**src/rtl/core_pkg.sv**
```systemverilog
// Shared types and defaults for the core run sequencer.
package core_pkg;

  localparam int unsigned PC_W_DEF = 8;
  localparam logic [PC_W_DEF-1:0] DONE_PC_DEF = {PC_W_DEF{1'b1}};

  typedef enum logic [2:0] {
    IDLE,
    RST_HOLD,
    RUN,
    DONE,
    TOUT
  } run_state_t;

  // Out-of-range bank requests map onto the last implemented bank.
  function automatic int unsigned clamp_bank(input int unsigned sel, input int unsigned num_progs);
    return (sel >= num_progs) ? num_progs - 1 : sel;
  endfunction

endpackage

```
**src/rtl/sat_counter.sv**
```systemverilog
// Registered up-counter with synchronous clear that holds at all-ones.
module sat_counter #(
  parameter int unsigned W = 16
) (
  input  logic         clk,
  input  logic         rst,
  input  logic         clr,
  input  logic         en,
  output logic [W-1:0] count
);

  always_ff @(posedge clk or posedge rst) begin
    if (rst) begin
      count <= '0;
    end else if (clr) begin
      count <= '0;
    end else if (en && (count != {W{1'b1}})) begin
      count <= count + W'(1);
    end
  end

endmodule

```
**src/rtl/core_run_ctrl.sv**
```systemverilog
// Run sequencer: start edge -> timed core reset -> run until terminal PC,
// watchdog or abort, then park the core in reset with sticky status.
module core_run_ctrl
  import core_pkg::*;
#(
  parameter int unsigned     PC_W       = PC_W_DEF,
  parameter logic [PC_W-1:0] DONE_PC    = {PC_W{1'b1}},
  parameter int unsigned     NUM_PROGS  = 4,
  parameter int unsigned     BANK_W     = (NUM_PROGS > 1) ? $clog2(NUM_PROGS) : 1,
  parameter int unsigned     RST_CYCLES = 2,
  parameter int unsigned     CYC_W      = 16,
  parameter int unsigned     TIMEOUT    = 0
) (
  input  logic              clk,
  input  logic              rst,
  input  logic              start,
  input  logic              abort,
  input  logic [BANK_W-1:0] prog_sel,
  input  logic [PC_W-1:0]   pc,
  output logic              core_rst,
  output logic [BANK_W-1:0] bank,
  output logic              busy,
  output logic              done,
  output logic              timed_out,
  output logic [CYC_W-1:0]  cycles
);

  localparam int unsigned HOLD_W = (RST_CYCLES > 1) ? $clog2(RST_CYCLES) : 1;
  localparam int unsigned CMP_W  = (CYC_W >= 32) ? CYC_W + 1 : 33;

  run_state_t state_q, state_d;

  logic              start_q;
  logic              start_edge;
  logic              accept;
  logic [HOLD_W-1:0] hold_q;
  logic              hold_last;
  logic              pc_hit;
  logic              wd_hit;
  logic              cnt_en;
  logic [BANK_W-1:0] sel_clamped;

  logic              core_rst_d;
  logic              busy_d;
  logic              done_d;
  logic              timed_out_d;
  logic [BANK_W-1:0] bank_d;

  assign start_edge  = start & ~start_q;
  assign accept      = start_edge && ((state_q == IDLE) || (state_q == DONE) || (state_q == TOUT));
  assign hold_last   = (hold_q == HOLD_W'(RST_CYCLES - 1));
  assign pc_hit      = (pc == DONE_PC);
  assign wd_hit      = (TIMEOUT != 0) && ((CMP_W'(cycles) + CMP_W'(1)) == CMP_W'(TIMEOUT));
  // The watchdog limit equals cycles+1, so the count step covers both cases.
  assign cnt_en      = (state_q == RUN) && !abort && !pc_hit;
  assign sel_clamped = BANK_W'(clamp_bank(32'(prog_sel), NUM_PROGS));

  always_ff @(posedge clk or posedge rst) begin
    if (rst) begin
      state_q <= IDLE;
    end else begin
      state_q <= state_d;
    end
  end

  always_comb begin
    state_d = state_q;
    case (state_q)
      IDLE, DONE, TOUT: begin
        if (start_edge) state_d = RST_HOLD;
      end
      RST_HOLD: begin
        if (abort)          state_d = IDLE;
        else if (hold_last) state_d = RUN;
      end
      RUN: begin
        if (abort)       state_d = IDLE;
        else if (pc_hit) state_d = DONE;
        else if (wd_hit) state_d = TOUT;
      end
      default: state_d = IDLE;
    endcase
  end

  // Status outputs follow the state being entered, so they register in step.
  always_comb begin
    core_rst_d  = (state_d != RUN);
    busy_d      = (state_d == RST_HOLD) || (state_d == RUN);
    done_d      = (state_d == DONE);
    timed_out_d = (state_d == TOUT);
    bank_d      = accept ? sel_clamped : bank;
  end

  always_ff @(posedge clk or posedge rst) begin
    if (rst) begin
      core_rst  <= 1'b1;
      busy      <= 1'b0;
      done      <= 1'b0;
      timed_out <= 1'b0;
      bank      <= '0;
    end else begin
      core_rst  <= core_rst_d;
      busy      <= busy_d;
      done      <= done_d;
      timed_out <= timed_out_d;
      bank      <= bank_d;
    end
  end

  always_ff @(posedge clk or posedge rst) begin
    if (rst) begin
      start_q <= 1'b0;
      hold_q  <= '0;
    end else begin
      start_q <= start;
      if (accept) begin
        hold_q <= '0;
      end else if ((state_q == RST_HOLD) && !hold_last) begin
        hold_q <= hold_q + HOLD_W'(1);
      end
    end
  end

  sat_counter #(
    .W (CYC_W)
  ) u_cycles (
    .clk   (clk),
    .rst   (rst),
    .clr   (accept),
    .en    (cnt_en),
    .count (cycles)
  );

endmodule

```
**config.mk**
```make
export PLATFORM = sky130hd
export DESIGN_NAME = core_run_ctrl
export DESIGN_NICKNAME = d
export VERILOG_FILES = /design/src/rtl/core_pkg.sv /design/src/rtl/sat_counter.sv /design/src/rtl/core_run_ctrl.sv
export SDC_FILE = /design/constraint.sdc
export NUM_CORES = 1
export LEC_CHECK = 0
export ABC_CLOCK_PERIOD_IN_PS = 2100
export CAP_MARGIN = 20
export CORE_MARGIN = 3
export CORE_UTILIZATION = 49
export CTS_BUF_LIST = sky130_fd_sc_hd__clkbuf_8 sky130_fd_sc_hd__clkbuf_16
export CTS_CLUSTER_SIZE = 8
export DETAILED_ROUTE_END_ITERATION = 8
export HOLD_SLACK_MARGIN = 0.15
export PLACE_DENSITY = 0.82
export SKIP_CTS_REPAIR_TIMING = 1
export SLEW_MARGIN = 10
export SYNTH_ARGS = -nofsm -noshare
export SYNTH_HDL_FRONTEND = slang
export SYNTH_SLANG_ARGS = --single-unit
export TNS_END_PERCENT = 5
```
**constraint.sdc**
```tcl
create_clock -name clk -period 2.1 [get_ports clk]
set_input_delay 0.21 -clock clk [delete_from_list [all_inputs] [get_ports clk]]
set_output_delay 0.21 -clock clk [all_outputs]
set_load 0.02 [all_outputs]
```
* Word-level counts from Yosys, hierarchy flattened *
Index checks and enable logic that the tools add are counted.

cells by class
  multiplexer cells = 10
  add/sub/neg operators = 2
  reductions and logical operators = 15
  bitwise gates (word level) = 2
  equality and inequality tests = 11

operator list
  operator                                                                  count
  16-bit two-way mux                                                        2
  16-bit by 1-bit adder with 16-bit output (second input constant)          1
  16-bit inequality test (second input constant)                            1
  3-bit two-way mux                                                         5
  3-bit by 2-bit == test with 1-bit output (second input constant)          4
  3-bit one-hot mux with 3 select lines                                     1
  8-bit == test (second input constant)                                     1
  3-bit by 1-bit == test with 1-bit output (second input constant)          2
  3-bit == test (second input constant)                                     2
  1-bit logical AND                                                         5
  2-bit nonzero test                                                        2
  1-bit logical NOT                                                         3
  3-bit logical NOT                                                         1
  1-bit logical OR                                                          3
  3-bit by 2-bit inequality test with 1-bit output (second input constant)  1
  3-bit OR reduction                                                        1
  1-bit two-way mux                                                         2
  1-bit adder (second input constant)                                       1
  1-bit bitwise AND                                                         1
  1-bit NOT                                                                 1

storage, ports and cells
  output and inout port bits = 22
  flip-flop bits (word level) = 27
  word-level logic and storage cells = 49

* Depth between registers and ports, before layout *
  depth after elaboration = 6
  mapped depth = 7

* By module *
From an unflattened synthesis, not the netlist that was laid out.

second synthesis, totals
  cell total of the unflattened synthesis = 144
  area total of the unflattened synthesis = 1438.9 um^2

by module, submodules not included
  module         area an instance (um^2)  times used  cells each  sequential area each (um^2)
  sat_counter    932.1                    1           101         400.4
  core_run_ctrl  506.7                    1           43          276.5

* Least setup slack after synthesis *
No wires, ideal clock.

  path kind = register to register
  from = register u_cycles.count[0]
  to = register u_cycles.count[2]
  cell stages (with the launch flop) = 8
  setup time = 0.082 ns
  path buffers = 2
  period minus slack after synthesis = 1.905 ns
  data required time = 2.018 ns
  setup slack = 0.195 ns
  data arrival time = 1.824 ns
  path through = dfrtp_1 > ha_1 > nand3_4 > and4bb_2 > clkbuf_2 > buf_2 > nor3b_1 > mux2i_1

on the way
  word-level cells in the longest chain between the ends = 3
  elaborated cells between the ends (all ways) = 6
  classes of those cells = add/sub: 1; eq/ne: 1; mux: 2; reduce/logical: 2

ends and longest elaborated chain
  element                                                                                    line                                  RTL
  start: declaration                                                                         sat_counter.sv:9                      output logic [W-1:0] count
  start signal: assignment                                                                   sat_counter.sv:18                     count <= count + W'(1);
  16-bit by 1-bit adder with 16-bit output / 16-bit inequality test (equally long branches)  sat_counter.sv:18, sat_counter.sv:17
  16-bit two-way mux / 1-bit logical AND (equally long branches)                             sat_counter.sv:17                     end else if (en && (count != {W{1'b1}})) begin
  16-bit two-way mux / 2-bit nonzero test (equally long branches)                            -

Parallel ways exist; a longest one is shown, timed or not. The select of a mux whose other input is x is not followed.
A chain may end at the register's enable or synchronous reset.

* Worst setup path after layout *
  from = register state_q[0]
  to = register u_cycles.count[10]

on the way
  word-level cells in the longest chain between the ends = 5
  elaborated cells between the ends (all ways) = 12
  classes of those cells = eq/ne: 3; mux: 1; reduce/logical: 8

ends and longest elaborated chain
  element                                                                    line                                      RTL
  start: declaration                                                         core_run_ctrl.sv:31                       run_state_t state_q, state_d;
  start signal: assignment                                                   core_run_ctrl.sv:62                       state_q <= state_d;
  3-bit by 2-bit == test with 1-bit output, or another cell as far along     core_run_ctrl.sv:50                       assign accept = start_edge && ((state_q == IDLE) || (state_q == DONE) || (state_q == TOUT));
  1-bit logical OR / 1-bit logical AND (equally long branches) (2 in a row)  core_run_ctrl.sv:50, core_run_ctrl.sv:55
  1-bit logical AND (on tied branches)                                       core_run_ctrl.sv:50, sat_counter.sv:17
  16-bit two-way mux / 2-bit nonzero test (equally long branches)            -

Parallel ways exist; a longest one is shown, timed or not.

==> out/summary.txt <==
outcome: finished clean
crit path time final: 1.97 ns
layout cells sized above 1: 11.5%
final setup vio count: 0
TNS Setup: 0 ns
# IOs: 36
syn_area_per_cell: 10.1 um^2
Worst-Skew Late Latency: 0.28 ns
total grt overflow: 0
most frequent cell after synthesis: dfrtp_1
unrepaired setup endpoints after global routing: false
vias: 1282
synth warn: 0
# diodes: 0
CTS H-tree lvls: 1
number of synthesized flops with an enable pin: 0
Compound-Gate Fraction of Synth Area: 13.6%
CP startpoint kind: flop
Worst R2R End: u_cycles.count[10]$_DFFE_PP0P_
largest net degree at the start of global routing: 28
CP max FO: 11
vias in the first global route: 1263
Max Clk Rate: 508 MHz
Clock Pin Slew Worst Setup and Hold Paths: 0.09 ns
P&R area growth vs syn: 29.8%
worst rel slew slack: 64.8%
CTS buffer count: 3
adder-cell share of the synthesized area: 0.850%
Seq/Total Area, Yosys: 46.0%
number of distinct library cells after synthesis: 45
Max Slew Vio Count: 0
Bufs on Longest Clock Path: 2
DIE AREA: 3700 um^2
Post-Synthesis Net Count: 160
Post-Route WL: 3.28 mm
Worst R2R Setup Slack: 0.13 ns
FF+latch count, synth: 27
Clock Tree Root: clkbuf_8
Post-Layout Cell Count: 214
DP HPWL: 2.41 mm
Synth Flop Type: dfrtp_1
Initial DRT Pass Iterations: 4
PortBufs: 35
TritonCTS clock tree: yes
asr flop ratio synth: 100%
initial antenna violation count: 0
RePlAce Congestion: 0.860
max_cap viols: 0
min-delay worst type: primary input to async pin
# rows: 19
number of nets in the layout: 199
routed length per instance: 15.3 um
DRC Markers: 0
largest family of logic cells by synthesized area: simple AND/OR/NAND/NOR gates
Synth Area in Simple Gates: 29.7%
post-synthesis cell count: 145
mapped cell area: 1470 um^2
drt initial violations: 70
Synth top area share: 44.2%
fin crit share: 93.7%
power per cell area: 822 nW/um^2
critical path arrival: 2.17 ns
static leakage power: 0.767 nW
# fillers: 234
Post-synth top cells: dfrtp_1 (26), nand2_1 (21), a21oi_1 (8), mux2i_1 (8), nand2b_1 (8)
FF-to-FF Start: state_q[0]$_DFF_PP0_
Die Span Y: 60.8 um
first-pass GRT wire length: 5.68 mm
final hold vios: 0
Peak VDD IR: 0.600 mV
Die X: 60.8 um
TritonCTS Sinks: 27
CP Class: flop to flop
placed cell count: 210
worst-margin pin slew: 0.524 ns
Worst setup EP type: flop
multiplexer share of the synthesized area: 5.44%
Post-DRT Antenna Nets: 0
Core Util, Final: 68.1%
Synth area leader: dfrtp_1
Initial Utilization: 52.5%
Core ar.: 2810 um^2
final clock skew: 0.00163 ns
All-Layer GR Usage: 19.9%
post-synthesis xor/xnor area fraction: 0.595%
DR vias/cell: 5.99
CP required: 2.30 ns
Area contributors post-synth: dfrtp_1 (44%), mux2i_1 (5.4%), nand2_1 (5.4%)
reg2reg path depth: 4
-- layout by cell type (no fill, tap or decap), types with 3 or more instances in the layout --
cell              n
buf_4             5
dfrtp_1          26
nor2_1            3
and3_1            3
nand4_1           3
nand2_1          21
a21oi_1           8
o31ai_1           5
or4_1             6
inv_1             5
and4_1            3
clkbuf_8          3
nor3_1            3
nand2b_1          8
mux2i_1           8
o21ai_0           4
nand3_1           4
clkdlybuf4s50_1  35
-- cells by family (layout without fill, tap and decap cells) --
logic type,count (synthesis),after routing
AND/OR/NAND/NOR,69,69
XOR/XNOR,1,1
buffers and inverters,11,49
flip-flops,27,27
AO/OA/AOI/OAI,28,28
adder cells (fa/ha/maj),1,1
multiplexers,8,8
-- final cells by class --
class                   instances  area [um^2]  share of cell area [%]
multi-input cells             107          738                    38.7
repair buffers                 40          388                    20.3
inverters                       5         18.8                   0.983
clock buffers                   3         41.3                    2.16
clock inverters                 1         7.51                   0.393
flip-flops and latches         27          677                    35.5
well taps                      31         38.8                    2.03
-- report_power, final --
| group | internal, mW | total (mW) | switching (mW) |
|---|---|---|---|
| Sequential | 0.612 | 0.713 | 0.101 |
| Clock | 0.135 | 0.308 | 0.173 |
| Combinational | 0.266 | 0.549 | 0.283 |
| Total | 1.01 | 1.57 | 0.556 |
-- sequential cells by signal, indices dropped and copies added (netlist names) --
signal	count
u_cycles.count	16
state_q	3
bank	2
busy	1
core_rst	1
done	1
hold_last	1
start_q	1
timed_out	1
-- worst max-delay path by stage --
stage | from | endpoint | depth (start not counted)
2_1_floorplan | u_cycles.count[0]$_DFFE_PP0P_ | u_cycles.count[2]$_DFFE_PP0P_ | 7
3_3_place_gp | abort | u_cycles.count[10]$_DFFE_PP0P_ | 5
3_5_place_dp | abort | u_cycles.count[10]$_DFFE_PP0P_ | 5
4_1_cts | state_q[0]$_DFF_PP0_ | u_cycles.count[10]$_DFFE_PP0P_ | 4
5_1_grt | state_q[0]$_DFF_PP0_ | u_cycles.count[10]$_DFFE_PP0P_ | 4
6_report | state_q[0]$_DFF_PP0_ | u_cycles.count[10]$_DFFE_PP0P_ | 4
-- critical path: stages, from the launching register on --
cell     delay, ns
dfrtp_1       0.51
nor4b_4       0.44
o21ai_2       0.22
or4_1         0.55
a21oi_1       0.17
-- through the flow --
| stage | power (mW) | setup slack (ns) | instance area (um^2) | hold WS [ns] |
|---|---|---|---|---|
| after detailed placement | 1.27 | 0.0177 | 1860 | 0.482 |
| after global placement | 1.24 | 0.0857 | 1860 | 0.463 |
| after global routing | 1.68 | 0.0195 | 1910 | 0.349 |
| after floorplan | 1.05 | 0.195 | 1470 | 0.241 |
| after CTS | 1.58 | 0.143 | 1910 | 0.306 |
| final | 1.57 | 0.133 | 1910 | 0.285 |
-- metal layers --
metal | GRT usage (%) | up-vias | wire length (um)
met5 | 0 | - | 0
met4 | 5.57 | 0 | 32
met3 | 3.40 | 5 | 178
met2 | 34.2 | 44 | 1680
met1 | 25.7 | 623 | 1390
li1 | - | 610 | -
Note: power is estimated with default switching activity, not from simulation.
